File: src/rtl/silu_pkg.sv
`default_nettype none
// +----------------------------------------------------------------------------+
// | silu_pkg: SiLU Q3.5 breakpoints and slope codes, shared by fwd and bwd     |
// | Rev 1.0  initial release                                                   |
// +----------------------------------------------------------------------------+
package silu_pkg;

   localparam int Q_FRAC = 5;

   localparam logic signed [7:0] SILU_BP_NEG96 = -8'sd96;
   localparam logic signed [7:0] SILU_BP_NEG32 = -8'sd32;
   localparam logic signed [7:0] SILU_BP_POS96 = 8'sd96;

   typedef enum logic [2:0] {
      S0  = 3'd0,
      S8  = 3'd1,
      S16 = 3'd2,
      S28 = 3'd3,
      S32 = 3'd4
   } slope_code_t;

   // Slope magnitude in Q3.5 (32 == 1.0)
   function automatic logic [5:0] slope_value(input slope_code_t code);
      logic [5:0] v;
      case (code)
         S8:      v = 6'd8;
         S16:     v = 6'd16;
         S28:     v = 6'd28;
         S32:     v = 6'd32;
         default: v = 6'd0;
      endcase
      return v;
   endfunction

endpackage
`default_nettype wire

File: src/rtl/silu_slope_lane.sv
`default_nettype none
// +----------------------------------------------------------------------------+
// | silu_slope_lane: combinational Q3.5 x -> piecewise-linear SiLU slope code  |
// | Rev 1.0  initial release                                                   |
// +----------------------------------------------------------------------------+
module silu_slope_lane
   import silu_pkg::*;
(
   input  logic [7:0]  x,
   output slope_code_t code
);

   logic signed [7:0] w_x;
   assign w_x = x;

   always_comb begin
      code = S0;
      if (w_x < SILU_BP_NEG96)
         code = S0;
      else if (w_x < SILU_BP_NEG32)
         code = S8;
      else if (w_x[7])
         code = S16;
      else if (w_x < SILU_BP_POS96)
         code = S28;
      else
         code = S32;
   end

endmodule
`default_nettype wire

File: src/rtl/silu_grad.sv
`default_nettype none
// +----------------------------------------------------------------------------+
// | silu_grad: 2-stage valid/ready SiLU backward pass, gin = gout * silu'(x)   |
// | Optional macro SILU_GRAD_ROUND_EN: round-half-up before the >>>5 shift.   |
// | Rev 1.0  initial release                                                   |
// +----------------------------------------------------------------------------+
module silu_grad
   import silu_pkg::*;
#(
   parameter int BUS_NUM = 8,
   parameter int CNT_W   = 16
)(
   input  logic                   clk,
   input  logic                   rst,
   input  logic                   in_valid,
   output logic                   in_ready,
   input  logic [BUS_NUM*8-1:0]   x_vec,
   input  logic [BUS_NUM*8-1:0]   gout_vec,
   output logic [BUS_NUM*8-1:0]   gin_vec,
   output logic                   out_valid,
   input  logic                   out_ready,
   output logic [CNT_W-1:0]       beat_cnt
);

   slope_code_t              w_code    [BUS_NUM];
   slope_code_t              r_s1_code [BUS_NUM];
   logic [BUS_NUM*8-1:0]     r_s1_gout;
   logic                     r_s1_valid;
   logic [BUS_NUM*8-1:0]     r_gin;
   logic                     r_out_valid;
   logic [CNT_W-1:0]         r_cnt;
   logic [BUS_NUM*8-1:0]     w_gin_next;
   logic                     w_s2_load;
   logic                     w_in_xfer;

   assign w_s2_load = !r_out_valid || out_ready;
   assign in_ready  = !r_s1_valid || w_s2_load;
   assign w_in_xfer = in_valid && in_ready;

   genvar gi;
   generate
      for (gi = 0; gi < BUS_NUM; gi++) begin : g_lane
         logic signed [15:0] w_g16;
         logic signed [15:0] w_s16;
         logic signed [15:0] w_prod;
         logic signed [15:0] w_bias;
         logic signed [15:0] w_shift;
         logic        [7:0]  w_sat;

         silu_slope_lane u_slope (
            .x    (x_vec[8*gi +: 8]),
            .code (w_code[gi])
         );

         assign w_g16  = {{8{r_s1_gout[8*gi+7]}}, r_s1_gout[8*gi +: 8]};
         assign w_s16  = {10'd0, slope_value(r_s1_code[gi])};
         assign w_prod = w_g16 * w_s16;
`ifdef SILU_GRAD_ROUND_EN
         assign w_bias = w_prod + 16'sd16;
`else
         assign w_bias = w_prod;
`endif
         assign w_shift = w_bias >>> Q_FRAC;

         // Unreachable with the current slope set, kept as an overflow guard
         always_comb begin
            w_sat = w_shift[7:0];
            if (w_shift > 16'sd127)
               w_sat = 8'h7F;
            else if (w_shift < -16'sd128)
               w_sat = 8'h80;
         end

         assign w_gin_next[8*gi +: 8] = w_sat;
      end
   endgenerate

   always_ff @(posedge clk or posedge rst) begin
      if (rst) begin
         r_s1_valid <= 1'b0;
         r_s1_gout  <= '0;
         for (int i = 0; i < BUS_NUM; i++)
            r_s1_code[i] <= S0;
      end else if (w_in_xfer) begin
         r_s1_valid <= 1'b1;
         r_s1_gout  <= gout_vec;
         r_s1_code  <= w_code;
      end else if (w_s2_load) begin
         r_s1_valid <= 1'b0;
      end
   end

   always_ff @(posedge clk or posedge rst) begin
      if (rst) begin
         r_out_valid <= 1'b0;
         r_gin       <= '0;
      end else if (w_s2_load) begin
         r_out_valid <= r_s1_valid;
         if (r_s1_valid)
            r_gin <= w_gin_next;
      end
   end

   always_ff @(posedge clk or posedge rst) begin
      if (rst)
         r_cnt <= '0;
      else if (r_out_valid && out_ready)
         r_cnt <= r_cnt + 1'b1;
   end

   assign gin_vec   = r_gin;
   assign out_valid = r_out_valid;
   assign beat_cnt  = r_cnt;

endmodule
`default_nettype wire

File: config.mk
export PLATFORM = sky130hd
export DESIGN_NAME = silu_grad
export DESIGN_NICKNAME = d
export VERILOG_FILES = /design/src/rtl/silu_pkg.sv /design/src/rtl/silu_slope_lane.sv /design/src/rtl/silu_grad.sv
export SDC_FILE = /design/constraint.sdc
export NUM_CORES = 1
export LEC_CHECK = 0
export ABC_AREA = 1
export BUFFER_PORTS_ARGS = -buffer_cell sky130_fd_sc_hd__buf_2
export CAP_MARGIN = 20
export CORE_MARGIN = 10
export CORE_UTILIZATION = 30
export DETAILED_ROUTE_END_ITERATION = 10
export PLACE_DENSITY = 0.54
export SLEW_MARGIN = 20
export SYNTH_ARGS = -nofsm -noshare
export SYNTH_HDL_FRONTEND = slang
export SYNTH_HIERARCHICAL = 1
export SYNTH_SLANG_ARGS = --single-unit
File: constraint.sdc
create_clock -name clk -period 5.8 [get_ports clk]
set_clock_uncertainty 0.05 [all_clocks]
set_input_delay 0 -clock clk [delete_from_list [all_inputs] [get_ports clk]]
set_output_delay 0 -clock clk [all_outputs]
set_load 0.01 [all_outputs]
==> flow_summary.toml <==
[cts]
clock_tree.root_cell = "clkbuf_16"
clk_pin_slew_worst_paths_ns = 0.08
numCtsBuffers = 17
cts_sinks = 170
postCtsResizedCells = 0
cts_hold_buf = 106
clockBufferDepth = 2
post_cts_buffers = 0
cts_tree = "built"
htree_num_levels = 4
clk_latency_ns = 0.50

[yosys]
syn-num-nets = 2989
yosysSeqAreaShare = 0.229
synth_edf_count = 0
synth_seq_cells = 170
synthFlopType = "dfrtp_1"
ys_types = 32
netlist_area_um2 = 18600
synthArstFlopShare = 1.00
postSynthCellCount = 2432
yosysWarnings = 6
avgSynthCellArea_um2 = 7.64

[final_layout]
final_cell_mix = "inv_1, nand2_1, nor2_1"
fill_cells = 6469
layout-drive-gt1-share = 0.105
final_common_cell = "inv_1"
stdcell_area_um2 = 22000
finish.utilization = 0.358
synthToLayoutAreaGrowth_pct = 18.3
nets = 3264

[detailed_routing]
vias_per_cell = 4.30
detail_route.first_pass.iterations = 5
wl_per_cell_um = 12.0
drcViolationCount = 0
ant_nets = 0
vias = 15100
wl_um = 42200
drt_iter0_drc = 645

[sta]
hold_slack_ns = 0.117
finalHoldViolCount = 0
final.period_utilization = 0.742
worst_slew_pin_slew_ns = 0.906
maxSlewViolCount = 0
totalNegativeSetupSlack_ns = 0
setup_viol = 0
rsz0062_at_grt = "false"
fmax_mhz = 232
post-route-min-period_ns = 4.31
max_slew_margin = 0.396

[placement]
place_hpwl_um = 33700
placed_area_um2 = 20400
numPortBuffers = 173
globalplace.congestion = 0.776

[setup_path]
critPathMaxStageDelay_ns = 0.52
endpoint_kind = "flip-flop"
path_cells = "inv_1 -> nor3_1 -> inv_1 -> nor2_1 -> ha_1 -> inv_1 -> fa_1 -> inv_1 -> fa_1 -> ha_1 -> ha_1 -> fa_1 -> nand2_1 -> nand2_1 -> a21oi_1 -> inv_1 -> nand2_1 -> nand2_1 -> a21oi_4 -> a21oi_1"
cp_slowest_cell = "fa_1"
worst-path-max-fanout = 8
r2r_setup_slack_ns = 1.49
cp.required_ns = 6.12
path_class = "reg2reg"
crit_path_start_kind = "flip-flop"
cp.arrival_ns = 4.63
critical_path.most_common_cell = "inv_1"

[run_status]
status = "finished, final reports clean"

[global_route]
grt_usage = 0.124
grt_pass1_vias = 15100
grt_max_degree = 116
grt_pass1_wl_um = 73200
grt-ovfl-total = 0
grt_antenna_before_repair = 2

[floorplanning]
core_area_um2 = 61500
core.rowCount = 91
initial_core_util = 0.302
dieArea_um2 = 72300
die_w_um = 269
die_y_um = 269
ios = 214

[power_and_ir_drop]
ir_drop_v = 0.000241
p_leak_nw = 12.8
power_density_nw_per_um2 = 412

[run]
cap_violations = 0

[min_path]
worstHoldPathType = "in2async"
synthesized netlist by cell type (2+ instances only):
master    count  area (um2)
nand3b_1      3        22.5
buf_2        18        90.1
a21oi_1     138         691
buf_4         2        15.0
or2_1         3        18.8
mux2_2        6        67.6
ha_1        289        3620
xor2_1       25         219
nand3_1      95         475
fa_1        136        2720
nor3_1        7        35.0
a21oi_2      25         219
nor4_2        2        25.0
dfrtp_1     170        4250
xnor2_1      35         307
nand4_1      22         138
nand3_2      13         130
buf_1         5        18.8
inv_1       524        1970
nor3_2        2        20.0
o21ai_0       5        25.0
clkbuf_1      2        7.51
nand2_2      18         113
nor2_1      418        1570
and3_1        2        12.5
inv_2         6        22.5
nand2_1     455        1710
a21oi_4       2        32.5
sequential cells by signal (all words and copies together) (netlist names):
| register | flops |
|---|---|
| gin_vec | 64 |
| r_s1_gout | 64 |
| out_valid | 1 |
| r_s1_code | 24 |
| r_s1_valid | 1 |
| beat_cnt | 16 |
worst paths after layout:
path	cells past startpoint	startpoint	end
hold reg to reg	2	gin_vec[10]	gin_vec[10]
max in group asynchronous	4	rst	r_s1_code[15]
setup reg to reg	20	r_s1_code[5]	gin_vec[54]
setup / recovery	20	r_s1_code[5]	gin_vec[54]
hold / removal	3	rst	beat_cnt[11]
min in group clk	3	in_valid	r_s1_valid
per-layer routing:
metal,up-vias,track usage,part of all wire
li1,7981,-,-
met1,6944,0.157,0.48
met2,145,0.203,0.46
met3,27,0.0321,0.045
met4,2,0.0369,0.014
met5,-,0,0.00028
critical path, delay by kind of cell (launching register included):
kind / cells / cell delay, ns
simple gates: 6 / 0.50
fa+ha+maj: 6 / 2.27
compound gates: 3 / 0.52
flops: 1 / 0.38
buf+inv: 5 / 0.45
logic make-up after synthesis:
logic type / synth area share
AND/OR/NAND/NOR: 0.231
buffers and inverters: 0.114
adder cells (fa/ha/maj): 0.341
AO/OA/AOI/OAI: 0.0528
flip-flops: 0.229
XOR/XNOR: 0.0283
multiplexers: 0.00364
power breakdown:
part           switching [mW]  total, mW  internal [mW]
combinational            3.78       6.19           2.41
sequential              0.180       1.71           1.53
clock                   0.594       1.16          0.563
total                    4.55       9.06           4.50
final cells by class:
class	count	area (um2)	share of cell area
Tap cell	790	988	0.0450
Clock buffer	17	425	0.0194
Timing Repair Buffer	283	1970	0.0896
Antenna cell	1	2.50	0.000114
Inverter	530	2000	0.0908
Sequential cell	170	4250	0.194
Multi-Input combinational cell	1705	12200	0.556
Clock inverter	15	133	0.00603
stage by stage:
stage	worst slack [ns]	total power, mW	cells
floorplan	1.15	6.47	2432
global placement	1.50	7.95	3372
detailed placement	1.47	7.98	3372
CTS	1.46	9.30	3510
global route	1.13	10.3	3511
finish	1.49	9.06	3511
Note: power is estimated with default switching activity, not from simulation.
